--- src/rtl/spi_rdid_pkg.sv ---
// Shared definitions for the SPI RDID master: command opcode, the expected
// M25P16 identification bytes, FSM state encoding and an ID-match helper.
package spi_rdid_pkg;

    localparam logic [7:0]  RDID_OPCODE         = 8'h9F;
    localparam int unsigned CMD_BITS            = 8;

    localparam logic [7:0]  EXP_MANUFACTURE_ID  = 8'h20;
    localparam logic [7:0]  EXP_MEMORY_TYPE     = 8'h20;
    localparam logic [7:0]  EXP_MEMORY_CAPACITY = 8'h15;

    typedef enum logic [2:0] {
        IDLE,
        SETUP,
        LOW,
        HIGH,
        HOLD,
        DONE
    } state_t;

    // True when a captured 24-bit response is the M25P16 identification.
    function automatic logic id_is_m25p16(input logic [23:0] id);
        return id == {EXP_MANUFACTURE_ID, EXP_MEMORY_TYPE, EXP_MEMORY_CAPACITY};
    endfunction

endpackage

--- src/rtl/spi_clk_gen.sv ---
// SPICLK phase timer. Counts HALF_PERIOD clk cycles per SPICLK phase while
// enabled and flags the end of the current phase as a rise or fall strobe.
//   clk, reset : system clock, synchronous active-high reset
//   en         : phase counting enabled (FSM in LOW or HIGH)
//   sclk       : current SPICLK level, selects which strobe fires
//   rise_c     : end of low phase, SPICLK should go high this edge
//   fall_c     : end of high phase, SPICLK should go low this edge
module spi_clk_gen #(
    parameter int unsigned HALF_PERIOD = 1
) (
    input  logic clk,
    input  logic reset,
    input  logic en,
    input  logic sclk,
    output logic rise_c,
    output logic fall_c
);

    localparam int unsigned CNT_W = (HALF_PERIOD > 1) ? $clog2(HALF_PERIOD) : 1;
    localparam logic [CNT_W-1:0] CNT_LAST = CNT_W'(HALF_PERIOD - 1);

    logic [CNT_W-1:0] cnt;
    logic             phase_end_c;

    assign phase_end_c = en && (cnt == CNT_LAST);
    assign rise_c      = phase_end_c && !sclk;
    assign fall_c      = phase_end_c && sclk;

    // Restart from zero on every phase boundary so each phase is a full HALF_PERIOD.
    always_ff @(posedge clk) begin
        if (reset || !en || phase_end_c) begin
            cnt <= '0;
        end else begin
            cnt <= cnt + CNT_W'(1);
        end
    end

endmodule

--- src/rtl/spi_rdid_master.sv ---
// SPI mode-0 master issuing JEDEC RDID (0x9F) to an M25P16-class flash and
// capturing the 3-byte identification response.
//   clk, reset        : system clock, synchronous active-high reset
//   get_rdid          : start request, accepted only in IDLE
//   SPICLK/SPIMOSI    : serial clock (idles low) and master data out
//   SPIMISO           : slave data in, sampled on SPICLK rising edges
//   chip_select       : active-low flash select
//   read_data         : {manufacture_id, memory_type, memory_capacity}
//   busy / done       : transaction in progress / one-cycle completion pulse
// Optional: define SPI_RDID_ID_CHECK_EN to add id_valid, set at completion
// when the captured ID equals 24'h202015.
module spi_rdid_master
    import spi_rdid_pkg::*;
#(
    parameter int unsigned HALF_PERIOD = 1,
    parameter logic [7:0]  CMD_RDID    = RDID_OPCODE,
    parameter int unsigned RX_BITS     = 24
) (
    input  logic               clk,
    input  logic               reset,
    input  logic               get_rdid,
    output logic               SPICLK,
    output logic               SPIMOSI,
    input  logic               SPIMISO,
    output logic               chip_select,
    output logic [RX_BITS-1:0] read_data,
    output logic [7:0]         manufacture_id,
    output logic [7:0]         memory_type,
    output logic [7:0]         memory_capacity,
`ifdef SPI_RDID_ID_CHECK_EN
    output logic               id_valid,
`endif
    output logic               busy,
    output logic               done
);

    localparam int unsigned TOTAL_BITS = CMD_BITS + RX_BITS;
    localparam int unsigned IDX_W      = $clog2(TOTAL_BITS);
    localparam logic [IDX_W-1:0] LAST_IDX = IDX_W'(TOTAL_BITS - 1);
    localparam logic [IDX_W-1:0] CMD_END  = IDX_W'(CMD_BITS);

    state_t           state;
    logic [IDX_W-1:0] bit_idx;
    logic [IDX_W-1:0] nxt_idx_c;
    logic [2:0]       cmd_sel_c;
    logic             clk_en_c;
    logic             rise_c;
    logic             fall_c;

    assign manufacture_id  = read_data[RX_BITS-1  -: 8];
    assign memory_type     = read_data[RX_BITS-9  -: 8];
    assign memory_capacity = read_data[RX_BITS-17 -: 8];

    assign clk_en_c  = (state == LOW) || (state == HIGH);
    assign nxt_idx_c = bit_idx + IDX_W'(1);
    // Command bits go out MSB first, so bit index n maps to CMD_RDID[7-n].
    assign cmd_sel_c = 3'(3'd7 - nxt_idx_c[2:0]);

    spi_clk_gen #(
        .HALF_PERIOD(HALF_PERIOD)
    ) u_clk_gen (
        .clk    (clk),
        .reset  (reset),
        .en     (clk_en_c),
        .sclk   (SPICLK),
        .rise_c (rise_c),
        .fall_c (fall_c)
    );

    // Transaction sequencer with all pin and status outputs registered.
    always_ff @(posedge clk) begin
        if (reset) begin
            state       <= IDLE;
            bit_idx     <= '0;
            chip_select <= 1'b1;
            SPICLK      <= 1'b0;
            SPIMOSI     <= 1'b0;
            read_data   <= '0;
            busy        <= 1'b0;
            done        <= 1'b0;
`ifdef SPI_RDID_ID_CHECK_EN
            id_valid    <= 1'b0;
`endif
        end else begin
            done <= 1'b0;
            case (state)
                IDLE: begin
                    if (get_rdid) begin
                        chip_select <= 1'b0;
                        busy        <= 1'b1;
                        bit_idx     <= '0;
`ifdef SPI_RDID_ID_CHECK_EN
                        id_valid    <= 1'b0;
`endif
                        state       <= SETUP;
                    end
                end
                SETUP: begin
                    SPIMOSI <= CMD_RDID[7];
                    state   <= LOW;
                end
                LOW: begin
                    if (rise_c) begin
                        SPICLK <= 1'b1;
                        // Response bits arrive MSB first; shift in at the LSB.
                        if (bit_idx >= CMD_END) begin
                            read_data <= {read_data[RX_BITS-2:0], SPIMISO};
                        end
                        state <= HIGH;
                    end
                end
                HIGH: begin
                    if (fall_c) begin
                        SPICLK <= 1'b0;
                        if (bit_idx < LAST_IDX) begin
                            bit_idx <= nxt_idx_c;
                            SPIMOSI <= (nxt_idx_c < CMD_END) ? CMD_RDID[cmd_sel_c] : 1'b0;
                            state   <= LOW;
                        end else begin
                            state <= HOLD;
                        end
                    end
                end
                HOLD: begin
                    chip_select <= 1'b1;
                    SPIMOSI     <= 1'b0;
                    done        <= 1'b1;
`ifdef SPI_RDID_ID_CHECK_EN
                    id_valid    <= id_is_m25p16(read_data[RX_BITS-1 -: 24]);
`endif
                    state       <= DONE;
                end
                DONE: begin
                    busy  <= 1'b0;
                    state <= IDLE;
                end
                default: begin
                    state <= IDLE;
                end
            endcase
        end
    end

endmodule

--- config.mk ---
export PLATFORM = sky130hd
export DESIGN_NAME = spi_rdid_master
export DESIGN_NICKNAME = d
export VERILOG_FILES = /design/src/rtl/spi_rdid_pkg.sv /design/src/rtl/spi_clk_gen.sv /design/src/rtl/spi_rdid_master.sv
export SDC_FILE = /design/constraint.sdc
export NUM_CORES = 1
export LEC_CHECK = 0
export ABC_AREA = 1
export BUFFER_PORTS_ARGS = -buffer_cell sky130_fd_sc_hd__buf_4
export CORE_UTILIZATION = 40
export CTS_CLUSTER_DIAMETER = 40
export DETAILED_ROUTE_END_ITERATION = 10
export PLACE_DENSITY_LB_ADDON = 0.05
export SLEW_MARGIN = 20
export SYNTH_ARGS = -nofsm -noshare
export SYNTH_HDL_FRONTEND = slang
export SYNTH_SLANG_ARGS = --single-unit
--- constraint.sdc ---
create_clock -name clk -period 1.5 [get_ports clk]
set_input_delay 0.075 -clock clk [delete_from_list [all_inputs] [get_ports clk]]
set_output_delay 0.075 -clock clk [all_outputs]
set_load 0.01 [all_outputs]
==> results.rst <==
.. list-table::
   :header-rows: 1

   * - Metric
     - Value
   * - Root buffer selected by CTS
     - sky130_fd_sc_hd__clkbuf_8
   * - Count of buffers from port buffering
     - 56
   * - Flip-flop and latch area
     - 763.2 um2
   * - Total area of multi-input combinational cells
     - 719.4 um2
   * - Net switching power of the design
     - 771.5 uW
   * - Layout Nets
     - ~280
   * - DP Wirelength
     - around 2500 um
   * - Number of antenna violations at the first check in global routing
     - 0
   * - Logic gate share of total power
     - 0.189
   * - Diodes inserted
     - 0
   * - Setup repair after global routing missed its margin
     - no
   * - Clock insertion delay at the later pin of the skew report
     - about 290 ps
   * - Final core utilization
     - 0.5103
   * - Clock network fraction of total power
     - 0.382
   * - Most area-consuming cells after synthesis
     - sky130_fd_sc_hd__dfxtp_1 (42%), sky130_fd_sc_hd__nor2_1 (13%), sky130_fd_sc_hd__buf_4 (11%)
   * - Die W
     - 69.21 um
   * - Clock Sink Count
     - 38
   * - Cell Rows
     - 24
   * - Num CTS Buffers
     - 5
   * - GRT Overall Usage
     - 0.1573
   * - Proportion of layout cells with a drive suffix above 1
     - 0.2960
   * - Count of vias placed by the detailed router
     - ~1600
   * - Fill cell total of the finished layout
     - 447
   * - Crit Path Category
     - flop to flop
   * - Status
     - complete, no violations
   * - Fmax
     - 732.7 MHz
   * - Count of antenna-violating nets left after detailed routing
     - 0
   * - Library cell occupying the most area in the post-synthesis netlist
     - sky130_fd_sc_hd__dfxtp_1
   * - Area share of the leading cell type in the synthesized netlist
     - 0.4211
   * - Number of setup violations in the final report
     - 0
   * - Clock tree from TritonCTS
     - yes
   * - Power density normalized to cell area
     - 1249 nW/um2
   * - Yosys reg bits
     - 38
   * - RD Place Congestion
     - 0.8459
   * - Clock Pin Slew Worst Setup and Hold Paths
     - 70 ps
   * - Data arrival time at the worst-slack endpoint
     - 1550 ps
   * - Crit Path Max Fanout
     - 5
   * - Count of max-cap constraint violations
     - 0
   * - I/O pins
     - 57
   * - Via count of the first global-routing pass
     - 1363
   * - Post-synth cell types
     - 28
   * - Via density per instance
     - 4.754
   * - Number of hold violations in the final report
     - 0
   * - Final routed DRC violation total
     - 0
   * - Starting Density
     - 0.4149
   * - Portion of the clock cycle consumed by the worst path in the final layout
     - 0.9099
   * - Cell area after technology mapping
     - between 1500 and 2000 um2
   * - Number of pins with negative max-slew slack in the final report
     - 0
   * - Total gr overflow
     - 0
   * - Largest net degree at the start of global routing
     - 26
   * - Min-delay worst type
     - input port to flop
   * - Area Overhead vs Synth
     - 22.99%
   * - Total Neg Setup Slack
     - 0 ps
   * - Static leakage
     - 0.001049 uW
   * - Largest clock skew in the final design
     - between 6 and 7 ps
   * - Final critical-path required period
     - 1365 ps
   * - Internal Dissipation
     - approximately 2000 uW
   * - Number of buffers on the longest clock path
     - 2
   * - Worst vdd rail ir drop
     - about 0.55 mV
   * - Vertical die dimension
     - 69.21 um
   * - Number of detailed-routing iterations run before antenna repair
     - 4
   * - Quantity of hold-fixing buffers added after cts
     - 0
   * - Critical Path RT
     - 1680 ps
   * - Capturing element type of the critical path
     - flop
   * - Core outline area
     - 4354 um2
   * - Nets in the synthesized netlist
     - between 200 and 250
   * - Overall routed net length
     - approximately 3600 um
   * - Kind of start point of the critical path
     - flop
   * - Synth Area per Inst
     - ~7.4 um2
   * - Average wire length per cell after detail routing
     - about 11 um
   * - Overall die area
     - 4789 um2
   * - Initial detailed-routing violation count
     - 101
   * - Switching Share
     - 0.2779
   * - Sequential fraction of the synthesis area
     - 0.4211
   * - Post-Synthesis Cells
     - between 200 and 250
   * - Post-CTS setup buffer count
     - 0
   * - H-Tree Level Count
     - 2
   * - Synthesis Warnings
     - 0
   * - Share of total power in sequential cells
     - 0.429
   * - First-pass GRT wire length
     - approximately 6100 um
## cell usage in the layout, fill, tap and decap left out
cell,n
sky130_fd_sc_hd__a211oi_1,1
sky130_fd_sc_hd__a21oi_1,7
sky130_fd_sc_hd__a21oi_2,2
sky130_fd_sc_hd__buf_12,1
sky130_fd_sc_hd__buf_4,58
sky130_fd_sc_hd__bufinv_16,2
sky130_fd_sc_hd__clkbuf_8,6
sky130_fd_sc_hd__conb_1,1
sky130_fd_sc_hd__dfxtp_1,36
sky130_fd_sc_hd__dfxtp_2,2
sky130_fd_sc_hd__ha_1,1
sky130_fd_sc_hd__inv_1,16
sky130_fd_sc_hd__inv_2,2
sky130_fd_sc_hd__inv_6,1
sky130_fd_sc_hd__nand2_1,26
sky130_fd_sc_hd__nand2_2,1
sky130_fd_sc_hd__nand2_4,2
sky130_fd_sc_hd__nand3_1,11
sky130_fd_sc_hd__nand3_2,2
sky130_fd_sc_hd__nand4_1,2
sky130_fd_sc_hd__nand4_2,1
sky130_fd_sc_hd__nor2_1,62
sky130_fd_sc_hd__nor2_2,1
sky130_fd_sc_hd__nor2_4,1
sky130_fd_sc_hd__nor3_1,1
sky130_fd_sc_hd__o21ai_0,26
sky130_fd_sc_hd__o21ai_1,3
sky130_fd_sc_hd__o31ai_1,1
sky130_fd_sc_hd__xor2_1,1
## critical path, cell delays in order (launching register included)
cell	delay [ps]
sky130_fd_sc_hd__dfxtp_1	410
sky130_fd_sc_hd__ha_1	190
sky130_fd_sc_hd__nand2_1	80
sky130_fd_sc_hd__nor2_1	120
sky130_fd_sc_hd__xor2_1	210
sky130_fd_sc_hd__nor2_1	80
sky130_fd_sc_hd__nor2_1	100
sky130_fd_sc_hd__nor2_1	60
## power by group through the flow
stage          registers [uW]  clock network (uW)  logic, uW
3_5_place_dp             1210                   0        527
3_3_place_gp             1200                   0        532
6_report                 1190                1060        525
5_1_grt                  1200                1140        593
2_1_floorplan            1150                   0        463
4_1_cts                  1190                1100        531
## Yosys cell counts
master	number
sky130_fd_sc_hd__nand2_1	26
sky130_fd_sc_hd__nand4_2	1
sky130_fd_sc_hd__inv_2	2
sky130_fd_sc_hd__o21ai_1	3
sky130_fd_sc_hd__buf_2	1
sky130_fd_sc_hd__inv_4	1
sky130_fd_sc_hd__nor2_4	1
sky130_fd_sc_hd__a21oi_2	2
sky130_fd_sc_hd__buf_6	3
sky130_fd_sc_hd__dfxtp_1	38
sky130_fd_sc_hd__buf_4	27
sky130_fd_sc_hd__a211oi_1	1
sky130_fd_sc_hd__nor2_2	1
sky130_fd_sc_hd__ha_1	1
sky130_fd_sc_hd__nand4_1	2
sky130_fd_sc_hd__xor2_1	1
sky130_fd_sc_hd__o21ai_0	26
sky130_fd_sc_hd__o31ai_1	1
sky130_fd_sc_hd__nor3_1	1
sky130_fd_sc_hd__nor2_1	62
sky130_fd_sc_hd__inv_1	16
sky130_fd_sc_hd__a21oi_1	7
sky130_fd_sc_hd__nand3_2	2
sky130_fd_sc_hd__nand2_2	1
sky130_fd_sc_hd__nand2_4	2
sky130_fd_sc_hd__nand3_1	11
sky130_fd_sc_hd__conb_1	1
sky130_fd_sc_hd__clkbuf_1	3
## sequential cells by signal (all words and copies together), names as in the netlist
register	cells
chip_select	1
u_clk_gen.cnt	1
SPICLK	1
bit_idx	5
SPIMOSI	1
done	1
state	3
busy	1
read_data	24
## timing repair
action,CTS,global route
gates resized for setup,1,2
setup endpoints to repair,1,9
pin swaps,0,0
## layout make-up
type	instances	share of cell area
tap	52	0.02928
multi-input combinational	153	0.3238
timing repair buffer	59	0.2050
inverter	19	0.03435
sequential	38	0.3435
clock buffer	6	0.03716
clock inverter	2	0.02703
## stage by stage
stage	area, um2	cells	hold WS, ps	total power, uW	setup slack (ps)
finish	2222	329	18.57	2776	135.2
global route	2222	329	19.59	2932	31.42
floorplan	1807	244	238.3	1611	298.9
detailed placement	2074	321	317.5	1734	16.59
global placement	2074	321	320.1	1733	47.52
CTS	2218	329	5.823	2814	66.84
## routing by layer
metal  track usage  vias up  part of all wire
met2        0.2449       50              0.45
li1              -      811                 -
met3       0.03924        7             0.058
met5             0        -                 0
met1        0.2037      696              0.47
met4       0.07483        0             0.020
## cell families (layout without fill, tap and decap cells)
group / after synthesis / count (layout) / synth area share
simple gates: 110 / 110 / 0.2666
buf+inv: 53 / 86 / 0.1807
xor+xnor: 1 / 1 / 0.004849
flops: 38 / 38 / 0.4211
other cells: 1 / 1 / 0.002076
compound gates: 40 / 40 / 0.1177
fa+ha+maj: 1 / 1 / 0.006924
## worst paths after layout
check                endpoint   startpoint  cells past startpoint  slack (ps)
hold reg to reg   chip_select  chip_select                      2         460
hold / removal     bit_idx[2]        reset                      2          20
setup / recovery      SPIMOSI   bit_idx[1]                      7         140
setup reg to reg      SPIMOSI   bit_idx[1]                      7         140
Power figures use the tool's default switching activity.
